[config.mk]
export PLATFORM = sky130hd
export DESIGN_NAME = univ_shift_reg
export DESIGN_NICKNAME = d
export VERILOG_FILES = /design/src/rtl/shift_reg_pkg.sv /design/src/rtl/burst_ctrl.sv /design/src/rtl/univ_shift_reg.sv
export SDC_FILE = /design/constraint.sdc
export NUM_CORES = 1
export LEC_CHECK = 0
export ABC_AREA = 1
export BUFFER_PORTS_ARGS = -buffer_cell sky130_fd_sc_hd__buf_2
export CORE_ASPECT_RATIO = 1.5
export CORE_MARGIN = 1
export CORE_UTILIZATION = 53
export CTS_CLUSTER_SIZE = 16
export DETAILED_ROUTE_END_ITERATION = 8
export HOLD_SLACK_MARGIN = 0.06
export PLACE_DENSITY_LB_ADDON = 0.1
export SYNTH_ARGS = -nofsm -noshare
export SYNTH_HDL_FRONTEND = slang
export SYNTH_SLANG_ARGS = --single-unit
[constraint.sdc]
create_clock -name clk -period 2.4 [get_ports clk]
set_clock_uncertainty 0.1 [all_clocks]
set_input_delay 0.6 -clock clk [delete_from_list [all_inputs] [get_ports clk]]
set_output_delay 0.6 -clock clk [all_outputs]
set_load 0.01 [all_outputs]
[src/rtl/shift_reg_pkg.sv]
// Shared definitions for the universal shift register: operation codes
// sampled with en, and the burst controller state encoding.
package shift_reg_pkg;

  localparam logic [2:0] MODE_HOLD  = 3'b000;
  localparam logic [2:0] MODE_SHL   = 3'b001;  // shift left, sin enters at bit 0
  localparam logic [2:0] MODE_SHR   = 3'b010;  // shift right, sin enters at MSB
  localparam logic [2:0] MODE_ROL   = 3'b011;
  localparam logic [2:0] MODE_ROR   = 3'b100;
  localparam logic [2:0] MODE_LOAD  = 3'b101;
  localparam logic [2:0] MODE_CLEAR = 3'b110;  // also aborts a running burst
  localparam logic [2:0] MODE_RSVD  = 3'b111;  // behaves as hold

  typedef enum logic {
    ST_IDLE = 1'b0,
    ST_RUN  = 1'b1
  } state_t;

endpackage

[src/rtl/burst_ctrl.sv]
// Burst controller: counts a programmed number of serial shifts, raising
// shift_en once per edge while running and pulsing done on completion.
module burst_ctrl
  import shift_reg_pkg::*;
#(
  parameter int WIDTH = 8,
  parameter int CNT_W = $clog2(WIDTH + 1)
) (
  input  logic             clk,
  input  logic             rst_n,
  input  logic             start,
  input  logic             abort,
  input  logic [CNT_W-1:0] len,
  output logic             busy,
  output logic             done,
  output logic             shift_en
);

  // Longest meaningful burst; larger requests saturate here.
  localparam logic [CNT_W-1:0] MAX_CNT = CNT_W'(WIDTH);

  state_t           r_state;
  state_t           w_state_nxt;
  logic [CNT_W-1:0] r_cnt;
  logic [CNT_W-1:0] w_cnt_nxt;
  logic             r_done;
  logic             w_done_nxt;

  // State, counter and done-pulse registers.
  // NOTE: sequential state uses non-blocking assignments so every register
  // samples the pre-edge values, independent of statement order.
  always_ff @(posedge clk or negedge rst_n) begin
    if (!rst_n) begin
      r_state <= ST_IDLE;
      r_cnt   <= '0;
      r_done  <= 1'b0;
    end else begin
      r_state <= w_state_nxt;
      r_cnt   <= w_cnt_nxt;
      r_done  <= w_done_nxt;
    end
  end

  // Next-state logic: accept a burst in IDLE, count shifts down in RUN.
  // NOTE: every variable gets a default before the case so no path leaves
  // it unassigned, which would otherwise infer a latch.
  always_comb begin
    w_state_nxt = r_state;
    w_cnt_nxt   = r_cnt;
    w_done_nxt  = 1'b0;
    unique case (r_state)
      ST_IDLE: begin
        if (start) begin
          if (len == '0) begin
            // Empty burst completes immediately without entering RUN.
            w_done_nxt = 1'b1;
          end else begin
            w_state_nxt = ST_RUN;
            w_cnt_nxt   = (len > MAX_CNT) ? MAX_CNT : len;
          end
        end
      end
      ST_RUN: begin
        if (abort) begin
          w_state_nxt = ST_IDLE;
          w_cnt_nxt   = '0;
        end else begin
          w_cnt_nxt = r_cnt - CNT_W'(1);
          if (r_cnt == CNT_W'(1)) begin
            w_state_nxt = ST_IDLE;
            w_done_nxt  = 1'b1;
          end
        end
      end
      default: w_state_nxt = ST_IDLE;
    endcase
  end

  assign busy     = (r_state == ST_RUN);
  assign shift_en = (r_state == ST_RUN) && !abort;
  assign done     = r_done;

endmodule

[src/rtl/univ_shift_reg.sv]
// Universal storage register: per-cycle hold/shift/rotate/load/clear on en,
// plus a self-timed serial burst driven by burst_ctrl.
module univ_shift_reg
  import shift_reg_pkg::*;
#(
  parameter int  WIDTH     = 8,
  parameter int  LSB_FIRST = 1,
  localparam int CNT_W     = $clog2(WIDTH + 1)
) (
  input  logic             clk,
  input  logic             rst_n,
  input  logic             en,
  input  logic [2:0]       mode,
  input  logic [WIDTH-1:0] d,
  input  logic             sin,
  input  logic             start,
  input  logic [CNT_W-1:0] len,
  output logic [WIDTH-1:0] q,
  output logic [WIDTH-1:0] qc,
  output logic             sout,
  output logic             busy,
  output logic             done
);

  logic [WIDTH-1:0] r_q;
  logic [WIDTH-1:0] w_q_nxt;
  logic [WIDTH-1:0] w_burst_q;
  logic             w_shift_en;
  logic             w_busy;
  logic             w_abort;

  // A clear request is the only en operation honoured during a burst.
  assign w_abort = en && (mode == MODE_CLEAR);

  burst_ctrl #(
    .WIDTH (WIDTH),
    .CNT_W (CNT_W)
  ) u_burst_ctrl (
    .clk      (clk),
    .rst_n    (rst_n),
    .start    (start),
    .abort    (w_abort),
    .len      (len),
    .busy     (w_busy),
    .done     (done),
    .shift_en (w_shift_en)
  );

  // One burst step in the configured direction, sin filling the vacated bit.
  assign w_burst_q = (LSB_FIRST != 0) ? {sin, r_q[WIDTH-1:1]}
                                      : {r_q[WIDTH-2:0], sin};

  // Next-word selection: burst shift, abort clear, or the strobed mode op.
  always_comb begin
    w_q_nxt = r_q;
    if (w_shift_en) begin
      w_q_nxt = w_burst_q;
    end else if (w_busy) begin
      if (w_abort) w_q_nxt = '0;
    end else if (en && !start) begin
      case (mode)
        MODE_SHL:   w_q_nxt = {r_q[WIDTH-2:0], sin};
        MODE_SHR:   w_q_nxt = {sin, r_q[WIDTH-1:1]};
        MODE_ROL:   w_q_nxt = {r_q[WIDTH-2:0], r_q[WIDTH-1]};
        MODE_ROR:   w_q_nxt = {r_q[0], r_q[WIDTH-1:1]};
        MODE_LOAD:  w_q_nxt = d;
        MODE_CLEAR: w_q_nxt = '0;
        MODE_HOLD,
        MODE_RSVD:  w_q_nxt = r_q;
        default:    w_q_nxt = r_q;
      endcase
    end
  end

  // Storage register.
  always_ff @(posedge clk or negedge rst_n) begin
    if (!rst_n) r_q <= '0;
    else        r_q <= w_q_nxt;
  end

  assign q    = r_q;
  assign qc   = ~r_q;
  assign sout = (LSB_FIRST != 0) ? r_q[0] : r_q[WIDTH-1];
  assign busy = w_busy;

endmodule

* Word level (Yosys, flattened, before mapping)
Index checks and enable logic that the tools add are counted.
W data, S select, Z words.
** Word-level totals
- Bits of input ports :: 20
- Output and inout bits :: 19
- Logic and storage cells :: 51
- Flip-flop bits (word level) :: 14
** Operators by class
- Reductions and logical operators :: 11
- Bitwise logic cells :: 2
- Mux-type cells :: 20
- $add $sub $neg :: 1
- Equal/unequal tests :: 12
- Order comparisons :: 1
** Operators by type and width (count)
- $pmux W8 S6 :: 1
- $mux W8 :: 4
- $mux W4 :: 4
- $eq A3 B3 Y1 const B :: 4
- $mux W1 :: 8
- $not A8 Y8 :: 1
- $pmux W4 S2 :: 1
- $eq A3 B2 Y1 const B :: 2
- $ne A3 B1 Y1 const B :: 2
- $eq A4 B1 Y1 const B :: 1
- $gt A4 B4 Y1 const B :: 1
- $logic_not A4 Y1 :: 1
- $ne A2 B2 Y1 const B :: 2
- $pmux W1 S2 :: 2
- $sub A4 B1 Y4 const B :: 1
- $eq A3 B1 Y1 const B :: 1
- $logic_and A1 B1 Y1 :: 3
- $logic_not A3 Y1 :: 1
- $reduce_and A3 Y1 :: 1
- $reduce_bool A3 Y1 :: 1
- $logic_not A1 Y1 :: 2
- $reduce_and A2 Y1 :: 1
- $reduce_or A2 Y1 :: 1
- $not A1 Y1 :: 1

* Longest topological paths before layout
- Depth in word-level cells :: 6
- Mapped depth :: 9
- Depth with buffers taken out :: 8

* Cells and area by module
Synthesis repeated with hierarchy kept, for this count alone.
** Second synthesis, totals
- Cells, all modules :: 183
- Area, all modules :: 1208.7 um2
** By module, submodules not included
- univ_shift_reg :: area each 800.8 um2, seq. area each 200.2 um2, instances 1, cells an instance 131
- burst_ctrl :: area each 407.9 um2, seq. area each 150.1 um2, instances 1, cells an instance 52

* Least setup slack after synthesis
OpenSTA, ideal clock, no wires.
- Path kind :: input to register
- Start point :: in mode[0]
- End point :: reg r_q[2] (netlist: q[2])
- Buffers on the path :: 2
- Stages on the path :: 8
- Setup time :: 0.124 ns
- Required time :: 2.176 ns
- Data arrival time :: 1.299 ns
- Setup slack :: 0.877 ns
- Cells stage by stage :: buf_4 nor2_2 nand2_2 nand2_4 buf_8 nor2_1 a21oi_1 a21oi_1
** On the way
- Longest elaborated chain between the ends :: 6
- Elaborated cells on any way between the ends :: 20
- Those cells by class :: eq/ne: 9; mux: 4; reduce/logical: 7
** RTL lines
- start, declared :: RTL line univ_shift_reg.sv:13 : input logic [2:0] mode,
- parallel branches: the longest is 6 deep, another holds $pmux W8 S6
- end signal, assigned :: RTL line univ_shift_reg.sv:78 : else r_q <= w_q_nxt;
- end, declared :: RTL line univ_shift_reg.sv:25 : logic [WIDTH-1:0] r_q;
Several ways; the timed one is not identified. The select of a mux whose other input is x is not followed.
A chain may end at the register's enable or synchronous reset.

* Worst setup path in the final report
- Start point :: reg r_q[6] (netlist: q[6])
- End point :: out qc[6]
** On the way
- Longest elaborated chain between the ends :: 1
** RTL lines
- $not A8 Y8 :: RTL line univ_shift_reg.sv:82 : assign qc = ~r_q;
- end, declared :: RTL line univ_shift_reg.sv:19 : output logic [WIDTH-1:0] qc,
No other way between the ends.

==> key figures <==
Synthesis
  – Count of state elements after synthesis: 14
  – Syn avg cell area: 6.57 µm²
  – Area of the mapped netlist: approximately 1100 µm²
  – Synth cell types: 22
  – Proportion of synthesized chip area in sequential cells: 0.317
  – Synth Instances: 168
  – Post-synth top area share: 0.317
  – Synth area leader: sky130_fd_sc_hd__dfrtp_1
  – Top cells by area, synth: sky130_fd_sc_hd__dfrtp_1 32%, sky130_fd_sc_hd__nand2_1 12%, sky130_fd_sc_hd__nand3_1 10%
  – Synth warnings: 0
  – Net count after synthesis: 190

Final layout
  – Share of cells above drive strength 1: 0.267
  – Area of the multi-input gates: 634 µm²
  – Seq. cell area: 350 µm²
  – Antenna Cells: 0
  – Final net count: ~230
  – Final-layout fill cell count: 188
  – Most frequent cells in the layout: 38 x sky130_fd_sc_hd__buf_2, 35 x sky130_fd_sc_hd__nand2_1, 25 x sky130_fd_sc_hd__nor2_1, 23 x sky130_fd_sc_hd__nand3_1, 18 x sky130_fd_sc_hd__inv_1
  – Area delta synth->final: 20.0%
  – Most frequent standard cell in the layout excluding fill and tap cells: sky130_fd_sc_hd__buf_2

Min path
  – Worst hold-check path type: input port to async pin

GRT
  – Largest net degree at the start of global routing: 19
  – Wire length of the first global-routing pass: ~4400 µm
  – Total global-route track usage: 0.272
  – Global route overflow: 0
  – Antenna violations before repair: 0
  – Via count of the first global-routing pass: 1,168

STA
  – Setup repair after global routing missed its margin: no
  – Max Freq: ~600 MHz
  – Final Hold Vio Count: 0
  – Count of endpoints failing setup in the final report: 0
  – PnR worst setup slack: between 0.7 and 0.8 ns
  – Worst slew margin relative to its limit: 0.669
  – Shortest clock period the worst path allows after layout: roughly 1.7 ns
  – Setup_tns: 0 ns
  – Final-layout worst hold slack: 0.0944 ns
  – Total count of max-transition violations in the final report: 0
  – Slew at the pin closest to its max-slew limit: 0.495 ns
  – Post-route clock period utilization: 0.694

Critical path
  – Endpoint kind of the worst setup timing path: output pin
  – Path length in cells of the critical path: 2
  – Required @ worst endpoint: 1.70 ns
  – WP buf/inv: 2
  – Reg-to-Reg End: u_burst_ctrl.r_cnt[3]
  – Kind of cell with the highest combined delay on the critical path: flip-flops
  – Type of the worst setup path: register to output pin
  – Arrival time of the worst setup path: around 0.96 ns
  – Kind of start point of the critical path: register
  – Slowest cell delay on critical path: ~0.45 ns
  – Critical Path, Cell by Cell: inv_1, buf_2
  – Critical path launch point: q[6]
  – Slowest stage cell, crit path: sky130_fd_sc_hd__dfrtp_1
  – Worst r2r src: u_burst_ctrl.busy
  – Cell count of the worst reg-to-reg path: 4
  – CP max FO: 5
  – Worst-case register-to-register setup slack: approximately 0.83 ns
  – Worst Setup EP: qc[6]

Placed design
  – I/O Buffers: 38
  – Placed wire-length estimate after detailed placement: 2140 µm
  – Global placer's final weighted congestion: between 0.7 and 0.8
  – Minimum setup slack after placement: 0.696 ns

Detailed routing
  – Detailed-route wire length per cell: 11.6 µm
  – Mean number of vias per cell: 5.28
  – Routed wire length: approximately 2600 µm
  – Iter 0 DRT Violations: 21
  – Detailed Routing Iterations Pass 1: 4
  – Count of nets left with antenna violations after detail routing: 0
  – Final routed DRC violation total: 0
  – Routed via count: 1,199

Die
  – DIE AREA: about 2300 µm²
  – Height of the die: 57.9 µm
  – Total number of placement rows: 19
  – Number of I/O pins: 39
  – DIE WIDTH: 39.3 µm
  – Core outline area: 1900 µm²
  – Effective utilization at floorplan: 0.580

Outcome
  – Status: finished clean

Clock tree
  – Clock H-tree levels: 1
  – Clock tree from TritonCTS: yes
  – TritonCTS buffer count: 3
  – Max clock buf depth: 2
  – Clock root buffer: sky130_fd_sc_hd__clkbuf_4
  – Number of gates resized after cts: 0
  – Number of hold buffers added after CTS: 0
  – Post-CTS setup repair buffer count: 0
  – Clock slew at reported path FFs: 0.08 ns
  – Later-pin clock latency in the skew report: 0.28 ns
  – Clock sink count: 14

Pwr
  – Ratio of total power to cell area: 1190 nW/µm²
  – Highest ir drop seen on vdd: roughly 780 µV
  – Post-layout total power: 1.57 mW
  – Leakage: 0.719 nW

Flow run
  – Max-cap violations: 0
## layout make-up
cell class	instances	share of cell area
Clock buffer	4	0.0274
Inverter	21	0.0595
Timing Repair Buffer	39	0.149
Sequential cell	14	0.265
Tap cell	21	0.0198
Multi-Input combinational cell	128	0.479
## Yosys cell counts
master and instances:
sky130_fd_sc_hd__buf_2 2, sky130_fd_sc_hd__xnor2_1 1, sky130_fd_sc_hd__buf_8 1, sky130_fd_sc_hd__nor2_1 25
sky130_fd_sc_hd__buf_4 2, sky130_fd_sc_hd__a21oi_1 16, sky130_fd_sc_hd__o21ai_0 10, sky130_fd_sc_hd__nor2_4 1
sky130_fd_sc_hd__nor2_2 1, sky130_fd_sc_hd__o22ai_1 1, sky130_fd_sc_hd__a21oi_2 1, sky130_fd_sc_hd__nand4_1 4
sky130_fd_sc_hd__nand3_1 23, sky130_fd_sc_hd__dfrtp_1 14, sky130_fd_sc_hd__inv_1 18, sky130_fd_sc_hd__nand2_1 35
sky130_fd_sc_hd__inv_2 3, sky130_fd_sc_hd__ha_1 2, sky130_fd_sc_hd__nand2_4 4, sky130_fd_sc_hd__nand3b_1 1
sky130_fd_sc_hd__nand2_2 2, sky130_fd_sc_hd__o31ai_1 1
## per-layer routing
metal	track usage	wire length [µm]	vias to the layer above
li1	-	-	626
met3	0.0192	83	5
met5	0	0	-
met4	0.123	40	0
met1	0.290	1090	539
met2	0.507	1420	29
## kinds of logic (layout without fill, tap and decap cells)
family | after synthesis | after routing | share of synthesized area
flip-flops | 14 | 14 | 0.317
buffers and inverters | 26 | 64 | 0.108
AO/OA/AOI/OAI | 29 | 29 | 0.138
adder cells (fa/ha/maj) | 2 | 2 | 0.0227
XOR/XNOR | 1 | 1 | 0.00794
AND/OR/NAND/NOR | 96 | 96 | 0.406
## through the flow
| stage | cell area (µm²) | util | cells |
|---|---|---|---|
| 2_1_floorplan | 1100 | - | 168 |
| 3_3_place_gp | 1290 | 0.677 | 223 |
| 3_5_place_dp | 1290 | 0.677 | 223 |
| 4_1_cts | 1320 | 0.696 | 227 |
| 5_1_grt | 1320 | 0.696 | 227 |
| 6_report | 1320 | 0.696 | 227 |
## power breakdown
group	leakage, nW	switching (mW)	internal (mW)
clock network	0.0210	0.0757	0.0924
registers	0.167	0.144	0.356
logic	0.531	0.538	0.368
total	0.719	0.758	0.817
## how the worst min path moves through the flow
stage	depth (start not counted)	to	slack (ns)
after floorplan	0	q[0]	0.20
after global placement	1	u_burst_ctrl.r_cnt[1]	0.41
after detailed placement	1	q[5]	0.41
after CTS	1	q[5]	0.10
after global routing	1	u_burst_ctrl.r_cnt[3]	0.12
final	1	q[5]	0.09
## flip-flops by register name, summed over array words and instances, names as in the netlist
| register | flops |
|---|---|
| u_burst_ctrl.busy | 1 |
| u_burst_ctrl.done | 1 |
| q | 8 |
| u_burst_ctrl.r_cnt | 4 |
(Power assumes the default switching activity.)
